`src/rtl/rf_link_pkg.sv`:
```
// Shared definitions for the rfin pulse-position link (transmitter and receiver).
package rf_link_pkg;
    localparam logic [7:0] RF_PREAMBLE      = 8'hFF;
    localparam int         RF_PREAMBLE_BITS = 8;
    localparam int         RF_PAYLOAD_W     = 64;
    localparam int         RF_FRAME_BITS    = RF_PREAMBLE_BITS + RF_PAYLOAD_W;

    localparam int RF_BIT_PERIOD  = 10000;
    localparam int RF_PULSE_POS   = 5000;
    localparam int RF_PULSE_WIDTH = 1;

    typedef enum logic [1:0] {
        IDLE,
        PRE,
        DATA
    } rf_tx_state_t;
endpackage

```
`src/rtl/rf_bit_timer.sv`:
```
// Bit-period counter with wrap strobe and pulse-window decode of the next count value.
module rf_bit_timer #(
    parameter int BIT_PERIOD  = 10000,
    parameter int PULSE_POS   = 5000,
    parameter int PULSE_WIDTH = 1
) (
    input  logic i_PCLK,
    input  logic i_PRESETn,
    input  logic clr,
    input  logic en,
    output logic wrap,
    output logic win_nxt
);
    localparam int CW = (BIT_PERIOD > 1) ? $clog2(BIT_PERIOD) : 1;
    localparam logic [CW:0] LAST   = (CW+1)'(BIT_PERIOD - 1);
    localparam logic [CW:0] WIN_LO = (CW+1)'(PULSE_POS);
    localparam logic [CW:0] WIN_HI = (CW+1)'(PULSE_POS + PULSE_WIDTH);

    if (PULSE_WIDTH < 1 || PULSE_POS + PULSE_WIDTH > BIT_PERIOD) begin : g_illegal
        $error("rf_bit_timer: pulse window does not fit in the bit period");
    end

    logic [CW-1:0] cnt;
    logic [CW-1:0] cnt_nxt;

    assign wrap = en && !clr && ({1'b0, cnt} == LAST);

    always_comb begin
        cnt_nxt = cnt;
        if (clr || wrap)
            cnt_nxt = '0;
        else if (en)
            cnt_nxt = cnt + CW'(1);
    end

    // Decoding the next value lets the registered RF output line up with the count.
    assign win_nxt = ({1'b0, cnt_nxt} >= WIN_LO) && ({1'b0, cnt_nxt} < WIN_HI);

    always_ff @(posedge i_PCLK or negedge i_PRESETn) begin
        if (!i_PRESETn)
            cnt <= '0;
        else
            cnt <= cnt_nxt;
    end
endmodule

```
`src/rtl/rf_pulse_tx.sv`:
```
// Pulse-position frame transmitter: 8 preamble ones then a 64-bit payload, MSB first.
module rf_pulse_tx
    import rf_link_pkg::*;
#(
    parameter int BIT_PERIOD  = RF_BIT_PERIOD,
    parameter int PULSE_POS   = RF_PULSE_POS,
    parameter int PULSE_WIDTH = RF_PULSE_WIDTH
) (
    input  logic                    i_PCLK,
    input  logic                    i_PRESETn,
    input  logic                    i_start,
    input  logic [RF_PAYLOAD_W-1:0] i_data,
    input  logic                    i_abort,
    output logic                    o_busy,
    output logic                    o_done,
    output logic                    o_RFOUT
);
    localparam logic [6:0] LAST_BIT = 7'(RF_FRAME_BITS - 1);
    localparam logic [6:0] PRE_LAST = 7'(RF_PREAMBLE_BITS - 1);

    rf_tx_state_t             state;
    logic [RF_FRAME_BITS-1:0] sr;
    logic [6:0]               bitidx;
    logic                     wrap;
    logic                     win_nxt;
    logic                     tmr_clr;
    logic                     tmr_en;

    assign tmr_clr = (state == IDLE) || i_abort;
    assign tmr_en  = (state != IDLE);

    rf_bit_timer #(
        .BIT_PERIOD (BIT_PERIOD),
        .PULSE_POS  (PULSE_POS),
        .PULSE_WIDTH(PULSE_WIDTH)
    ) u_timer (
        .i_PCLK   (i_PCLK),
        .i_PRESETn(i_PRESETn),
        .clr      (tmr_clr),
        .en       (tmr_en),
        .wrap     (wrap),
        .win_nxt  (win_nxt)
    );

    always_ff @(posedge i_PCLK or negedge i_PRESETn) begin
        if (!i_PRESETn) begin
            state   <= IDLE;
            sr      <= '0;
            bitidx  <= '0;
            o_busy  <= 1'b0;
            o_done  <= 1'b0;
            o_RFOUT <= 1'b0;
        end else begin
            o_done <= 1'b0;
            case (state)
                IDLE: begin
                    if (i_start && !i_abort) begin
                        state   <= PRE;
                        sr      <= {RF_PREAMBLE, i_data};
                        bitidx  <= '0;
                        o_busy  <= 1'b1;
                        o_RFOUT <= RF_PREAMBLE[7] && win_nxt;
                    end else begin
                        o_RFOUT <= 1'b0;
                    end
                end
                PRE, DATA: begin
                    if (i_abort) begin
                        state   <= IDLE;
                        o_busy  <= 1'b0;
                        o_RFOUT <= 1'b0;
                    end else if (wrap) begin
                        if (bitidx == LAST_BIT) begin
                            state   <= IDLE;
                            o_busy  <= 1'b0;
                            o_done  <= 1'b1;
                            o_RFOUT <= 1'b0;
                        end else begin
                            // Next bit becomes current on this edge, so decode from sr[70].
                            sr      <= sr << 1;
                            bitidx  <= bitidx + 7'd1;
                            o_RFOUT <= sr[RF_FRAME_BITS-2] && win_nxt;
                            if (bitidx == PRE_LAST)
                                state <= DATA;
                        end
                    end else begin
                        o_RFOUT <= sr[RF_FRAME_BITS-1] && win_nxt;
                    end
                end
                default: begin
                    state   <= IDLE;
                    o_busy  <= 1'b0;
                    o_RFOUT <= 1'b0;
                end
            endcase
        end
    end
endmodule

```
`config.mk`:
```
export PLATFORM = sky130hd
export DESIGN_NAME = rf_pulse_tx
export DESIGN_NICKNAME = d
export VERILOG_FILES = /design/src/rtl/rf_link_pkg.sv /design/src/rtl/rf_bit_timer.sv /design/src/rtl/rf_pulse_tx.sv
export SDC_FILE = /design/constraint.sdc
export NUM_CORES = 1
export LEC_CHECK = 0
export CORE_MARGIN = 3
export CORE_UTILIZATION = 54
export CTS_BUF_LIST = sky130_fd_sc_hd__clkbuf_16
export DETAILED_ROUTE_END_ITERATION = 16
export PLACE_DENSITY_LB_ADDON = 0.12
export SYNTH_ARGS = -nofsm -noshare
export SYNTH_HDL_FRONTEND = slang
export SYNTH_SLANG_ARGS = --single-unit
```
`constraint.sdc`:
```
create_clock -name i_PCLK -period 3.1 [get_ports i_PCLK]
set_clock_uncertainty 0.15 [all_clocks]
set_input_delay 0.62 -clock i_PCLK [delete_from_list [all_inputs] [get_ports i_PCLK]]
set_output_delay 0.62 -clock i_PCLK [all_outputs]
set_load 0.02 [all_outputs]
```
# Word-level counts from Yosys, hierarchy flattened
# Index checks and enable logic that the tools add are counted.
totals:
  regBits: 98
  input_bits: 68
  word_cells: 72
classes:
  addsub: 2
  magnitude_cmp: 2
  n_eq_ne: 12
  muxes: 32
  n_reduce_logical: 17
op_table:
  columns: ["cell", "n"]
  rows:
  - ["72-bit 2-to-1 mux", 4]
  - ["72-bit one-hot mux with 2 select lines", 1]
  - ["14-bit 2-to-1 mux", 2]
  - ["7-bit 2-to-1 mux", 4]
  - ["14-bit by 1-bit adder with 14-bit output (second input constant)", 1]
  - ["14-bit equality test (second input constant)", 1]
  - ["14-bit by 13-bit >= comparator with 1-bit output (second input constant)", 1]
  - ["14-bit by 13-bit less-than comparator with 1-bit output (second input constant)", 1]
  - ["7-bit one-hot mux with 2 select lines", 1]
  - ["1-bit 2-to-1 mux", 12]
  - ["2-bit 2-to-1 mux", 5]
  - ["7-bit by 1-bit adder with 7-bit output (second input constant)", 1]
  - ["7-bit by 3-bit equality test with 1-bit output (second input constant)", 1]
  - ["7-bit equality test (second input constant)", 1]
  - ["1-bit logical AND", 6]
  - ["3-bit AND reduction", 2]
  - ["5-bit AND reduction", 1]
  - ["2-bit by 1-bit != test with 1-bit output (second input constant)", 2]
  - ["2-bit != test (second input constant)", 2]
  - ["4-bit != test (second input constant)", 1]
  - ["1-bit one-hot mux with 2 select lines", 2]
  - ["2-bit one-hot mux with 2 select lines", 1]
  - ["2-bit nonzero test", 2]
  - ["3-bit by 2-bit != test with 1-bit output (second input constant)", 1]
  - ["other kinds (7)", 9]

# Logic depth before layout (Yosys ltp)
depth:
  ltp_word: 14
  depth_mapped: 10
  depth_no_buf: 7

# Modules after synthesis
# A second synthesis with hierarchy kept.
unflattened:
  cells_unflattened: 663
  hier_area_um2: 5700.5
by_module_without_submodules:
  columns: ["mod", "instances", "cells_each", "area_each_um2", "seq_area_each_um2"]
  rows:
  - ["rf_pulse_tx", 1, 556, 4735.8, 2102.0]
  - ["rf_bit_timer", 1, 107, 964.7, 350.3]

# Least setup slack after synthesis
# No wires, ideal clock.
synth_timing:
  path_kind: "input to register"
  start: "input i_abort"
  end: "register sr[27]"
  t_arrival_ps: 2139
  slack_ps: 679
  cell_stages: 7
  n_path_buf: 2
  cell_sequence: "or4b_4 -> nor4_2 -> a31oi_1 -> buf_2 -> buf_2 -> nand2_1 -> o21ai_1"
synth_via:
  elab_chain_len: 6
  elab_cells_between_ends: 10
synth_lines:
  columns: ["element", "line_no", "source"]
  rows:
  - ["start: declaration", "rf_pulse_tx.sv:13", "input logic i_abort,"]
  - ["1-bit logical OR", "rf_pulse_tx.sv:29", "assign tmr_clr = (state == IDLE) || i_abort;"]
  - ["1-bit logical NOT", "rf_bit_timer.sv:26", "assign wrap = en && !clr && ({1'b0, cnt} == LAST);"]
  - ["1-bit logical AND (2 in a row)", "rf_bit_timer.sv:26", null]
  - ["2-bit by 1-bit != test with 1-bit output (no source line)", null, null]
  - ["5-bit AND reduction (no source line) *", null, null]
  - ["end signal: assignment", "rf_pulse_tx.sv:59", "sr <= {RF_PREAMBLE, i_data};"]
  - ["end signal: assignment", "rf_pulse_tx.sv:80", "sr <= sr << 1;"]
  - ["end: declaration", "rf_pulse_tx.sv:22", "logic [RF_FRAME_BITS-1:0] sr;"]
# Mark *: on every way between the ends. The rest lies on a longest branch, timed or not.
# A chain may end at the register's enable or synchronous reset.

# Worst setup path after layout
layout_timing:
  start: "input i_abort"
  end: "register sr[62]"
# The elaborated chain is that of the path after synthesis.

==> reports/results.env <==
RESULT_OF_THE_RUN='completed'
TOTAL_GR_OVERFLOW=0
MAX_CLOCK_FREQ_GHz=0.3801
CRITICAL_PATH.SLOWEST_CELL='sky130_fd_sc_hd__or4b_4'
PLACE_HPWL_UM=6379
ROOT_BUFFER_CELL='sky130_fd_sc_hd__clkbuf_16'
DRV_CAP=0
VIAS=3445
REPORT.FINAL.SLEW_VIOL_COUNT=0
YOSYS.CELL_TYPES.COUNT=43
CORE.ROWCOUNT=33
CP_DATA_ARRIVAL_TIME_NS=2.68
DIE_WIDTH_UM=99.34
ROUTE.ANTENNA.REMAINING_NETS=0
NUMBER_OF_ENABLE_FLIP_FLOP_CELLS_AFTER_SYNTHESIS=0
WORSTSETUPENDPOINTTYPE='flip-flop'
POST-PLACE-CELLS=624
SETUP_TOTAL_NEGATIVE_SLACK_NS=0
DRT_ITER0_MARKERS=174
DIE-HEIGHT_UM=99.34
CRITPATHREQUIREDTIME_NS=3.15
SYN_TO_FINAL_GROWTH_PCT=24.65
SETUP_VIOL=0
COMB_POWER_SHARE_PCT=39.8
FINALNETCOUNT=602
PLACEDINSTANCEAREA_UM2=5569
SLEW_HEADROOM_PCT=64.04
POSTSYNTHNETCOUNT=536
DOMINANT_COMBINATIONAL_CELL_FAMILY_BY_AREA_AFTER_SYNTHESIS='simple AND/OR/NAND/NOR gates'
POSTCTSSETUPREPAIRBUFS=0
POST-SYNTH-TOP-AREA-FRACTION_PCT=52.13
SYNTH.CELL_AREA_UM2=4705
TIMING.CRITICAL_PATH.CELLS='clkdlybuf4s50_1 -> or4b_4 -> nor4_2 -> a31oi_4 -> buf_12 -> nand2_1 -> o21ai_1'
YOSYS_REGISTER_BITS=98
GRT_ANTENNA_BEFORE_REPAIR=0
TOTALWIRELENGTH_UM=9262
CP.BUFFERS_INVERTERS=2
CLK_PATH_BUF_DEPTH=2
CORE_AREA_UM2=8341
CLOCK_POWER_SHARE_PCT=21.9
IO_BUFFERS=70
POWER.NET_SWITCHING_W=0.001771
FINAL_PERIOD_MINUS_WORST_SETUP_SLACK_NS=2.631
ANTENNA_CELLS=0
IO-PIN-COUNT=71
SYNTH_TOP_FLOP_CELL='sky130_fd_sc_hd__dfrtp_1'
CLOCK_LATENCY_NS=0.34
RR_WORST_DEPTH=8
HOLD_WS_NS=0.09426
POST_CTS_HOLD_BUFFER_COUNT=0
CRIT_TYPE='in -> reg'
FINISH.CELL_COUNT_WITHOUT_FILLERS=640
SYNTHARSTFLOPSHARE_PCT=100.0
DR.PASS1.ITERS=4
CTS_TREE='yes'
CRIT_PATH_START_KIND='primary input'
FINAL-HOLD-VIOLATION-COUNT=0
HTREEDEPTH=3
POWER_W=0.005002
LAYOUT.FILLER_CELLS=614
RSZ0062_AT_GRT='no'
CRITICAL_PATH_PEAK_FANOUT=126
WORST_PATH_DOMINANT_CELL_FAMILY='simple AND/OR/NAND/NOR gates'
SYNTH_XOR_AREA_SHARE_PCT=3.165
SYN-INSTANCE-COUNT=464
HOLD_PATH.CLASS='in -> async'
CLKSLEWWORSTSETUPHOLDPATHS_NS=0.07
GP_ROUTABILITY_CONGESTION=0.7982
DRC=0
WIRE_PER_INST_UM=14.47
REG2REG_SLACK_NS=0.59
POST_SYNTH_FA_HA_MAJ_AREA_FRACTION_PCT=1.064
SYNTH.MUX.AREA_FRACTION_PCT=15.56
POWER.INTERNAL_W=0.003231
P_LEAK_nW=2.627
SYNTH_MOST_COMMON_CELL='sky130_fd_sc_hd__dfrtp_1'
FRACTION_OF_LAYOUT_INSTANCES_USING_A_DRIVE_STRENGTH_ABOVE_1_PCT=6.542
YOSYS.AREA.TOP_TYPE='sky130_fd_sc_hd__dfrtp_1'
CTSRESIZECOUNT=0
IRDROPWORSTVDD_V=0.0004494
GRT.TOTAL_USAGE_PCT=19.99
SYNTH-COMPOUND-AREA-SHARE_PCT=9.202
YS_SEQ_AREA_SHARE_PCT=52.13
FIRST_GLOBAL_VIAS=3411
FINAL.PERIOD_UTILIZATION_PCT=84.88
WORST_PATH_LARGEST_CELL_DELAY_NS=0.53
SEQ_POWER_SHARE_PCT=38.3
CTS.SINKS=98
SYNTH.TOP_CELLS.BY_COUNT='sky130_fd_sc_hd__dfrtp_1 (98), sky130_fd_sc_hd__nand2_1 (79), sky130_fd_sc_hd__mux2i_1 (72), sky130_fd_sc_hd__o21ai_1 (56), sky130_fd_sc_hd__nor2_1 (26)'
SWITCHING_SHARE_PCT=35.41
POSTSYNTHAREAPERCELL_UM2=10.14
FIRST_PASS_GRT_WIRE_LENGTH_UM=15940
FIN_AREA_UM2=5864
NUMBER_OF_WARNING_MESSAGES_IN_THE_YOSYS_LOG=0
CTS-BUFFERS-INSERTED=9
CP.DEPTH=7
SYNTHTOPCELLSBYAREA='sky130_fd_sc_hd__dfrtp_1 (52%), sky130_fd_sc_hd__mux2i_1 (15%), sky130_fd_sc_hd__nand2_1 (6.3%)'
DIE_AREA_UM2=9868
WORST_SLEW_PIN_SLEW_NS=0.5394
FLOORPLAN.INITIALDENSITY_PCT=56.41
VIAS_PER_CELL=5.383
POWERDENSITY_nW_PER_UM2=853.0
GRT_START_MAX_NET_PINS=127
POST_SYNTHESIS_SIMPLE_GATE_AREA_FRACTION_PCT=15.96
[final timing paths]
kind                                      start                   endpoint
setup / recovery                        i_abort         sr[62]$_DFFE_PN0P_
hold / removal                        i_PRESETn  u_timer.cnt[12]$_DFF_PN0_
setup reg to reg           state[0]$_DFFE_PN0P_         sr[62]$_DFFE_PN0P_
hold reg to reg              sr[14]$_DFFE_PN0P_         sr[14]$_DFFE_PN0P_
max in group asynchronous             i_PRESETn         sr[28]$_DFFE_PN0P_
min in group i_PCLK          sr[14]$_DFFE_PN0P_         sr[14]$_DFFE_PN0P_
[through the flow]
| stage | worst slack, ns | utilization (%) |
|---|---|---|
| after floorplan | 0.6788 | - |
| after global placement | 0.2165 | 66.77 |
| after detailed placement | 0.1522 | 66.77 |
| after CTS | 0.4915 | 70.31 |
| after global routing | 0.3653 | 70.31 |
| final | 0.4688 | 70.31 |
[cell families after synthesis]
group	Yosys count
simple gates	156
flops	98
compound gates	82
mux	73
buf+inv	34
xor+xnor	17
fa+ha+maj	4
[placed cells by master, fill, tap and decap left out, types with 2 or more instances in the layout]
| cell | instances |
|---|---|
| sky130_fd_sc_hd__nor2_1 | 26 |
| sky130_fd_sc_hd__o21ai_1 | 56 |
| sky130_fd_sc_hd__or3_1 | 2 |
| sky130_fd_sc_hd__and2_1 | 3 |
| sky130_fd_sc_hd__clkdlybuf4s50_1 | 69 |
| sky130_fd_sc_hd__mux2i_1 | 72 |
| sky130_fd_sc_hd__nor3b_1 | 2 |
| sky130_fd_sc_hd__xnor2_1 | 9 |
| sky130_fd_sc_hd__a21oi_1 | 4 |
| sky130_fd_sc_hd__buf_4 | 12 |
| sky130_fd_sc_hd__nor4_1 | 2 |
| sky130_fd_sc_hd__nand3_1 | 9 |
| sky130_fd_sc_hd__and4_1 | 2 |
| sky130_fd_sc_hd__nor3_1 | 5 |
| sky130_fd_sc_hd__nand2_1 | 79 |
| sky130_fd_sc_hd__dfrtp_1 | 98 |
| sky130_fd_sc_hd__clkinvlp_4 | 2 |
| sky130_fd_sc_hd__inv_1 | 7 |
| sky130_fd_sc_hd__clkbuf_16 | 9 |
| sky130_fd_sc_hd__nor2b_1 | 2 |
| sky130_fd_sc_hd__buf_12 | 2 |
| sky130_fd_sc_hd__xor2_1 | 8 |
| sky130_fd_sc_hd__o21ai_0 | 14 |
| sky130_fd_sc_hd__ha_1 | 3 |
| sky130_fd_sc_hd__and3_1 | 7 |
| sky130_fd_sc_hd__nand4_1 | 6 |
| sky130_fd_sc_hd__nand2b_1 | 2 |
[flip-flops by register name, summed over array words and instances (netlist names)]
signal / count
bitidx: 7
o_RFOUT: 1
o_busy: 1
o_done: 1
sr: 72
state: 2
u_timer.cnt: 14
[layout make-up]
type / count / area [um2] / area share [%]
well taps: 105 / 131.4 / 2.240
repair buffers: 83 / 820.8 / 14.00
flip-flops and latches: 98 / 2452 / 41.82
clock inverters: 7 / 70.07 / 1.195
inverters: 6 / 22.52 / 0.3840
clock buffers: 9 / 225.2 / 3.840
multi-input cells: 332 / 2142 / 36.53
[power by group through the flow]
stage                     clock network (W)  logic (W)  registers, W
after floorplan                           0    0.00155       0.00187
after global placement                    0    0.00193       0.00191
after detailed placement                  0    0.00199       0.00193
after CTS                           0.00111    0.00201       0.00192
after global routing                0.00117    0.00223       0.00196
final                               0.00110    0.00199       0.00192
[per-layer routing]
| layer | track usage [%] | wire (um) |
|---|---|---|
| met5 | 0 | 0 |
| met4 | 7.143 | 148 |
| met1 | 27.69 | 4235 |
| met2 | 32.28 | 4511 |
| met3 | 2.945 | 366 |
(Power assumes the default switching activity.)
